### src/rtl/cfg_loader_pkg.sv
// cfg_loader_pkg
//   Shared definitions for the configuration chain loader:
//   - cfg_state_t  : loader FSM state encoding
//   - CFG_CRC_POLY : CRC-8 polynomial (x^8 + x^2 + x + 1)
//   - CFG_CRC_INIT : CRC-8 start value
//   - crc8_step    : one MSB-first serial CRC-8 update
package cfg_loader_pkg;

   typedef enum logic [1:0] {
      ST_IDLE   = 2'd0,
      ST_LOAD   = 2'd1,
      ST_VERIFY = 2'd2,
      ST_DONE   = 2'd3
   } cfg_state_t;

   localparam logic [7:0] CFG_CRC_POLY = 8'h07;
   localparam logic [7:0] CFG_CRC_INIT = 8'h00;

   // Serial update: the incoming bit is folded in at the MSB end.
   function automatic logic [7:0] crc8_step(input logic [7:0] crc, input logic bit_in);
      logic fb;
      fb = crc[7] ^ bit_in;
      crc8_step = {crc[6:0], 1'b0} ^ (fb ? CFG_CRC_POLY : 8'h00);
   endfunction

endpackage

### src/rtl/cfg_crc8_serial.sv
// cfg_crc8_serial
//   One-bit-per-cycle CRC-8 accumulator.
//   Ports:
//     clk    in  : clock
//     srst   in  : synchronous active-high reset (returns to CFG_CRC_INIT)
//     clr    in  : synchronous clear to CFG_CRC_INIT (wins over en)
//     en     in  : fold bit_in into the CRC this cycle
//     bit_in in  : serial data bit
//     crc    out : current CRC value (registered)
module cfg_crc8_serial
   import cfg_loader_pkg::*;
(
   input  logic       clk,
   input  logic       srst,
   input  logic       clr,
   input  logic       en,
   input  logic       bit_in,
   output logic [7:0] crc
);

   logic [7:0] crc_reg;

   always_ff @(posedge clk) begin
      if (srst || clr) begin
         crc_reg <= CFG_CRC_INIT;
      end else if (en) begin
         crc_reg <= crc8_step(crc_reg, bit_in);
      end
   end

   assign crc = crc_reg;

endmodule

### src/rtl/cfg_chain_loader.sv
// cfg_chain_loader
//   Serial configuration master for the fabric programming scan chain.
//   Host words arrive over a valid/ready stream and are shifted LSB first
//   onto the chain; exactly CHAIN_LEN bits are shifted per load.
//   Optional readback (macro CFG_READBACK_EN): after loading, the chain is
//   rotated once through itself while a CRC of the returning bits is
//   compared against a CRC of the loaded bits.
//   Parameters: CHAIN_LEN (chain bits, >=1), WORD_W (host word width, >=1)
//   Ports:
//     prog_clk   in  : clock, also clocks the chain
//     prog_rst   in  : synchronous active-high reset
//     start      in  : begin a load (honoured only in IDLE/DONE)
//     word_data  in  : configuration word, LSB shifted first
//     word_valid in  : host word valid
//     word_ready out : word accepted on word_valid && word_ready
//     chain_din  out : to first tile prog_in
//     chain_en   out : chain prog_en, one shift per cycle while high
//     chain_dout in  : from last tile prog_out (registered in the chain)
//     busy       out : load or verify in progress
//     done       out : sticky completion flag, cleared by start
//     error      out : sticky readback CRC mismatch, 0 without readback
module cfg_chain_loader
   import cfg_loader_pkg::*;
#(
   parameter int CHAIN_LEN = 48,
   parameter int WORD_W    = 8
) (
   input  logic              prog_clk,
   input  logic              prog_rst,
   input  logic              start,
   input  logic [WORD_W-1:0] word_data,
   input  logic              word_valid,
   output logic              word_ready,
   output logic              chain_din,
   output logic              chain_en,
   input  logic              chain_dout,
   output logic              busy,
   output logic              done,
   output logic              error
);

   localparam int CNT_W = $clog2(CHAIN_LEN + 1);
   localparam int WB_W  = $clog2(WORD_W + 1);

   cfg_state_t        state_reg;
   logic [CNT_W-1:0]  bit_cnt_reg;    // bits left to shift (LOAD) or rotate (VERIFY)
   logic [WB_W-1:0]   word_bits_reg;  // unshifted bits left in the holding register
   logic [WORD_W-1:0] shift_reg;
   logic              busy_reg;
   logic              done_reg;

   logic in_load;
   logic in_verify;
   logic shift_go;
   logic take_word;
   logic start_ok;

   assign in_load  = (state_reg == ST_LOAD);
   assign start_ok = start && ((state_reg == ST_IDLE) || (state_reg == ST_DONE));
   assign shift_go = in_load && (word_bits_reg != '0);

   // Refill while empty, or overlap with the last bit of the current word
   // so consecutive words leave no gap on the chain.
   assign word_ready = in_load &&
                       ((word_bits_reg == '0) ||
                        ((word_bits_reg == WB_W'(1)) && (bit_cnt_reg > CNT_W'(1))));
   assign take_word  = word_ready && word_valid;

`ifdef CFG_READBACK_EN
   logic [7:0] crc_load;
   logic [7:0] crc_rb;
   logic       error_reg;

   assign in_verify = (state_reg == ST_VERIFY);

   cfg_crc8_serial u_crc_load (
      .clk    (prog_clk),
      .srst   (prog_rst),
      .clr    (start_ok),
      .en     (shift_go),
      .bit_in (shift_reg[0]),
      .crc    (crc_load)
   );

   cfg_crc8_serial u_crc_rb (
      .clk    (prog_clk),
      .srst   (prog_rst),
      .clr    (start_ok),
      .en     (in_verify),
      .bit_in (chain_dout),
      .crc    (crc_rb)
   );

   // During readback the chain output is fed straight back to its input.
   assign chain_din = in_verify ? chain_dout : shift_reg[0];
   assign error     = error_reg;
`else
   logic unused_chain_dout;

   assign unused_chain_dout = chain_dout;
   assign in_verify         = 1'b0;
   assign chain_din         = shift_reg[0];
   assign error             = 1'b0;
`endif

   assign chain_en = shift_go || in_verify;
   assign busy     = busy_reg;
   assign done     = done_reg;

   always_ff @(posedge prog_clk) begin
      if (prog_rst) begin
         state_reg     <= ST_IDLE;
         bit_cnt_reg   <= '0;
         word_bits_reg <= '0;
         shift_reg     <= '0;
         busy_reg      <= 1'b0;
         done_reg      <= 1'b0;
`ifdef CFG_READBACK_EN
         error_reg     <= 1'b0;
`endif
      end else begin
         case (state_reg)
            ST_IDLE, ST_DONE: begin
               if (start) begin
                  state_reg     <= ST_LOAD;
                  bit_cnt_reg   <= CNT_W'(CHAIN_LEN);
                  word_bits_reg <= '0;
                  busy_reg      <= 1'b1;
                  done_reg      <= 1'b0;
`ifdef CFG_READBACK_EN
                  error_reg     <= 1'b0;
`endif
               end
            end

            ST_LOAD: begin
               if (shift_go) begin
                  shift_reg     <= shift_reg >> 1;
                  word_bits_reg <= word_bits_reg - WB_W'(1);
                  bit_cnt_reg   <= bit_cnt_reg - CNT_W'(1);
                  if (bit_cnt_reg == CNT_W'(1)) begin
                     // Last chain bit: drop the unused tail of the final word
                     // so chain_din rests at 0.
                     word_bits_reg <= '0;
                     shift_reg     <= '0;
`ifdef CFG_READBACK_EN
                     state_reg     <= ST_VERIFY;
                     bit_cnt_reg   <= CNT_W'(CHAIN_LEN);
`else
                     state_reg     <= ST_DONE;
                     busy_reg      <= 1'b0;
                     done_reg      <= 1'b1;
`endif
                  end
               end
               // Cannot coincide with the final shift: word_ready is low then.
               if (take_word) begin
                  shift_reg     <= word_data;
                  word_bits_reg <= WB_W'(WORD_W);
               end
            end

`ifdef CFG_READBACK_EN
            ST_VERIFY: begin
               bit_cnt_reg <= bit_cnt_reg - CNT_W'(1);
               if (bit_cnt_reg == CNT_W'(1)) begin
                  state_reg <= ST_DONE;
                  busy_reg  <= 1'b0;
                  done_reg  <= 1'b1;
                  // Include the bit arriving this cycle in the readback CRC.
                  error_reg <= (crc8_step(crc_rb, chain_dout) != crc_load);
               end
            end
`endif

            default: begin
               state_reg <= ST_IDLE;
               busy_reg  <= 1'b0;
            end
         endcase
      end
   end

endmodule

### config.mk
export PLATFORM = sky130hd
export DESIGN_NAME = cfg_chain_loader
export DESIGN_NICKNAME = d
export VERILOG_FILES = /design/src/rtl/cfg_loader_pkg.sv /design/src/rtl/cfg_crc8_serial.sv /design/src/rtl/cfg_chain_loader.sv
export SDC_FILE = /design/constraint.sdc
export NUM_CORES = 1
export LEC_CHECK = 0
export CAP_MARGIN = 5
export CORE_ASPECT_RATIO = 0.6
export CORE_MARGIN = 2
export CORE_UTILIZATION = 55
export CTS_CLUSTER_SIZE = 16
export DETAILED_ROUTE_END_ITERATION = 16
export DONT_BUFFER_PORTS = 1
export PLACE_DENSITY = 0.78
export SLEW_MARGIN = 20
export SYNTH_ARGS = -nofsm -noshare
export SYNTH_HDL_FRONTEND = slang
export SYNTH_HIERARCHICAL = 1
export SYNTH_SLANG_ARGS = --single-unit
### constraint.sdc
create_clock -name prog_clk -period 2.54 [get_ports prog_clk]
set_clock_uncertainty 0.2 [all_clocks]
set_input_delay 0.381 -clock prog_clk [delete_from_list [all_inputs] [get_ports prog_clk]]
set_output_delay 0.381 -clock prog_clk [all_outputs]
set_load 0.02 [all_outputs]
==> run_summary.xml <==
<?xml version="1.0" encoding="UTF-8"?>
<metrics>
  <group name="setup_path">
    <metric name="cell_chain_of_the_critical_path" unit="">inv_1, ha_1, nor2_1, o21ai_0, a2111oi_2, buf_4</metric>
    <metric name="critical_path_arrival" unit="ps">1840</metric>
    <metric name="setup.reg_to_reg.worst_slack" unit="ps">230</metric>
    <metric name="crit_path_end" unit="">word_ready</metric>
    <metric name="critical_path_depth" unit="">6</metric>
    <metric name="timing.critical_path.buf_inv" unit="">2</metric>
    <metric name="worst_setup_path_startpoint" unit="">bit_cnt_reg[1]$_SDFFE_PP0P_</metric>
    <metric name="worst-endpoint-required" unit="ps">1960</metric>
    <metric name="family_with_the_most_delay_on_the_worst_path" unit="">compound AO/OA/AOI/OAI gates</metric>
    <metric name="timing.reg2reg.worst_path_depth" unit="">7</metric>
    <metric name="worst_setup_path_start_kind" unit="">flop</metric>
    <metric name="critical_path.reg2reg.endpoint" unit="">shift_reg[5]$_SDFFE_PP0P_</metric>
    <metric name="critical_path_class" unit="">flop to output pin</metric>
    <metric name="r2r_start" unit="">word_bits_reg[0]$_SDFFE_PP0P_</metric>
    <metric name="crit_path_max_fanout" unit="">5</metric>
    <metric name="setup.worst_path.end_class" unit="">output pin</metric>
    <metric name="cp_slowest_stage_delay" unit="ps">390</metric>
    <metric name="worst_path_max_delay_cell" unit="">sky130_fd_sc_hd__a2111oi_2</metric>
  </group>
  <group name="synth">
    <metric name="synth_top_cell_area_share" unit="%">35.7</metric>
    <metric name="asyncSetResetFlopFracSynth" unit="%">0</metric>
    <metric name="synthesis.nets" unit="">152</metric>
    <metric name="ys_seq_elements" unit="">22</metric>
    <metric name="post_synth_top_cells" unit="">sky130_fd_sc_hd__dfxtp_1, sky130_fd_sc_hd__a21oi_1, sky130_fd_sc_hd__nor2_1</metric>
    <metric name="synth-edff-count" unit="">0</metric>
    <metric name="synth.area.top_cells" unit="">sky130_fd_sc_hd__dfxtp_1, sky130_fd_sc_hd__a221o_2, sky130_fd_sc_hd__ha_1, sky130_fd_sc_hd__a21oi_1, sky130_fd_sc_hd__and2_1</metric>
    <metric name="synth-seq-area-share" unit="%">35.7</metric>
    <metric name="syn-mean-instance-area" unit="um^2">9.27</metric>
    <metric name="most_common_cell_in_the_synthesized_netlist" unit="">sky130_fd_sc_hd__dfxtp_1</metric>
    <metric name="post_synth_inst_count" unit="">133</metric>
    <metric name="yosysWarningCount" unit="">6</metric>
    <metric name="synthDistinctLibCells" unit="">45</metric>
    <metric name="synth_top_flop_cell" unit="">sky130_fd_sc_hd__dfxtp_1</metric>
    <metric name="synth_area" unit="mm^2">0.00123</metric>
    <metric name="yosys.area.top_type" unit="">sky130_fd_sc_hd__dfxtp_1</metric>
  </group>
  <group name="sta">
    <metric name="finalCriticalPeriod" unit="ps">2420</metric>
    <metric name="post_route_clock_period_utilization" unit="%">95.4</metric>
    <metric name="hold_violations" unit="">0</metric>
    <metric name="drv_slew" unit="">0</metric>
    <metric name="setup_viol" unit="">0</metric>
    <metric name="grt_setup_unrepaired" unit="">false</metric>
    <metric name="setup_tns" unit="ps">0</metric>
    <metric name="timing_limited_maximum_frequency" unit="MHz">413</metric>
    <metric name="worst_slew_margin_rel" unit="%">61.1</metric>
    <metric name="timing_worst_slew_pin_value" unit="ps">576</metric>
  </group>
  <group name="global_routing">
    <metric name="globalRouteOverflowTotal" unit="">0</metric>
    <metric name="number_of_antenna_violations_at_the_first_check_in_global_routing" unit="">0</metric>
    <metric name="grt_first_pass_wirelength" unit="mm">4.60</metric>
    <metric name="first_global_vias" unit="">955</metric>
    <metric name="grt_start_max_net_pins" unit="">13</metric>
    <metric name="grt_use_total" unit="%">23.9</metric>
  </group>
  <group name="clock_network">
    <metric name="insertion_delay" unit="ps">260</metric>
    <metric name="ctsRootBufferMaster" unit="">sky130_fd_sc_hd__clkbuf_8</metric>
    <metric name="postCtsSetupBuffers" unit="">0</metric>
    <metric name="clk_transition_reported_paths" unit="ps">70</metric>
    <metric name="cts_max_path_buffers" unit="">2</metric>
    <metric name="clock_sink_count" unit="">22</metric>
    <metric name="clock_tree.htree_level_count" unit="">1</metric>
    <metric name="tritoncts" unit="">built</metric>
    <metric name="cts_made_buffers" unit="">3</metric>
  </group>
  <group name="detailed_routing">
    <metric name="routed_via_density" unit="">6.38</metric>
    <metric name="initialDrtViolationCount" unit="">81</metric>
    <metric name="ant_nets" unit="">0</metric>
    <metric name="detail_route.wl_per_cell" unit="um">17.3</metric>
    <metric name="vias" unit="">1079</metric>
    <metric name="first_pass_iters" unit="">4</metric>
    <metric name="post-route-drc-count" unit="">0</metric>
    <metric name="wirelength_routed" unit="mm">2.93</metric>
  </group>
  <group name="job">
    <metric name="max_cap_viol_count" unit="">0</metric>
  </group>
  <group name="power">
    <metric name="irDropWorstVdd" unit="mV">0.425</metric>
    <metric name="leakage" unit="nW">0.488</metric>
    <metric name="power_density" unit="mW/mm^2">812</metric>
    <metric name="power" unit="mW">1.10</metric>
  </group>
  <group name="layout">
    <metric name="multiInputGateArea" unit="um^2">754</metric>
    <metric name="sequential_cell_area" unit="um^2">442</metric>
    <metric name="layout-area-overhead-vs-synth" unit="%">10.4</metric>
    <metric name="design.final.nets" unit="">160</metric>
    <metric name="post_layout_cell_count" unit="">169</metric>
    <metric name="largest_register_ffs" unit="">8</metric>
    <metric name="fraction_of_final_layout_cells_with_drive_strength_greater_than_1" unit="%">21.6</metric>
    <metric name="layout.filler_cells" unit="">194</metric>
    <metric name="num_antenna_cells" unit="">0</metric>
  </group>
  <group name="floorplan">
    <metric name="pin_count" unit="">19</metric>
    <metric name="die_width" unit="um">65.1</metric>
    <metric name="floorplan.die_area" unit="mm^2">0.00265</metric>
    <metric name="row_count" unit="">13</metric>
    <metric name="coreArea" unit="mm^2">0.00215</metric>
    <metric name="die_height" unit="um">40.7</metric>
    <metric name="starting_density" unit="%">57.4</metric>
  </group>
  <group name="status">
    <metric name="outcome" unit="">finished clean</metric>
  </group>
  <group name="place">
    <metric name="io_buffers" unit="">0</metric>
    <metric name="globalplace.congestion" unit="">0.856</metric>
    <metric name="place_inst" unit="">165</metric>
    <metric name="place_hpwl" unit="mm">2.08</metric>
  </group>
  <group name="min_path">
    <metric name="hold_path.class" unit="">input port to flop</metric>
  </group>
</metrics>
==> power breakdown <==
group	leakage, nW	total (mW)	internal, mW	switching [mW]
Sequential	0.180	0.447	0.389	0.0583
Clock	0.0216	0.208	0.106	0.103
Combinational	0.287	0.448	0.196	0.253
==> routing by layer <==
| layer | part of all wire, % | track usage, % | routed length [um] |
|---|---|---|---|
| met1 | 48 | 32.8 | 1400 |
| met2 | 44 | 38.9 | 1290 |
| met3 | 7.6 | 6.87 | 221 |
| met4 | 0.62 | 4.69 | 18 |
| met5 | 0 | 0 | 0 |
==> per-stage QoR <==
step	setup WS, ps	cell area, um^2	utilization [%]	hold WS, ps
floorplan	146	1230	-	241
global placement	189	1300	60.4	245
detailed placement	121	1300	60.4	252
CTS	69.2	1350	63.1	39.8
global route	20.4	1360	63.3	37.2
finish	118	1360	63.3	42.6
==> what timing repair did <==
| item | CTS | global route |
|---|---|---|
| hold buffers | 1 | 0 |
| pin swaps | 0 | 1 |
| setup endpoints to repair | 1 | 8 |
| gates resized for setup | 1 | 4 |
| endpoints found under the hold margin | 11 | 0 |
==> cells in the final DEF (no fill, tap or decap), types with 5 or more instances in the layout <==
| cell type | Yosys | routed |
|---|---|---|
| sky130_fd_sc_hd__and2_1 | 7 | 7 |
| sky130_fd_sc_hd__nor3_1 | 7 | 7 |
| sky130_fd_sc_hd__inv_1 | 8 | 8 |
| sky130_fd_sc_hd__dfxtp_1 | 22 | 21 |
| sky130_fd_sc_hd__nand2b_1 | 5 | 5 |
| sky130_fd_sc_hd__a21oi_1 | 10 | 10 |
| sky130_fd_sc_hd__nor2_1 | 10 | 10 |
| sky130_fd_sc_hd__a221o_2 | 7 | 7 |
| sky130_fd_sc_hd__buf_4 | 1 | 6 |
==> cell families after synthesis <==
logic type | after synthesis | synth area share (%)
DFF | 22 | 35.7
other | 1 | 0.304
AOI/OAI and AO/OA | 39 | 27.3
buffers and inverters | 12 | 3.96
muxes | 3 | 2.64
and+or+nand+nor | 50 | 24.0
adders and majority gates | 6 | 6.09
==> worst min-delay path by stage <==
stage                                   from                             to  slack [ps]  depth (start not counted)
6_report                            prog_rst      state_reg[1]$_SDFFE_PP0P_          40                          1
5_1_grt                             prog_rst  word_bits_reg[3]$_SDFFE_PP0P_          40                          1
4_1_cts                             prog_rst      state_reg[1]$_SDFFE_PP0P_          40                          1
3_3_place_gp   word_bits_reg[1]$_SDFFE_PP0P_  word_bits_reg[1]$_SDFFE_PP0P_         240                          2
2_1_floorplan  word_bits_reg[1]$_SDFFE_PP0P_  word_bits_reg[1]$_SDFFE_PP0P_         240                          2
3_5_place_dp   word_bits_reg[1]$_SDFFE_PP0P_  word_bits_reg[1]$_SDFFE_PP0P_         250                          2
==> area by class of cell <==
type / instances / area share (%)
multi-input combinational: 99 / 55.5
timing repair buffer: 7 / 4.05
clock buffer: 3 / 3.04
sequential: 22 / 32.5
tap: 30 / 2.76
inverter: 8 / 2.21
(Power assumes the default switching activity.)
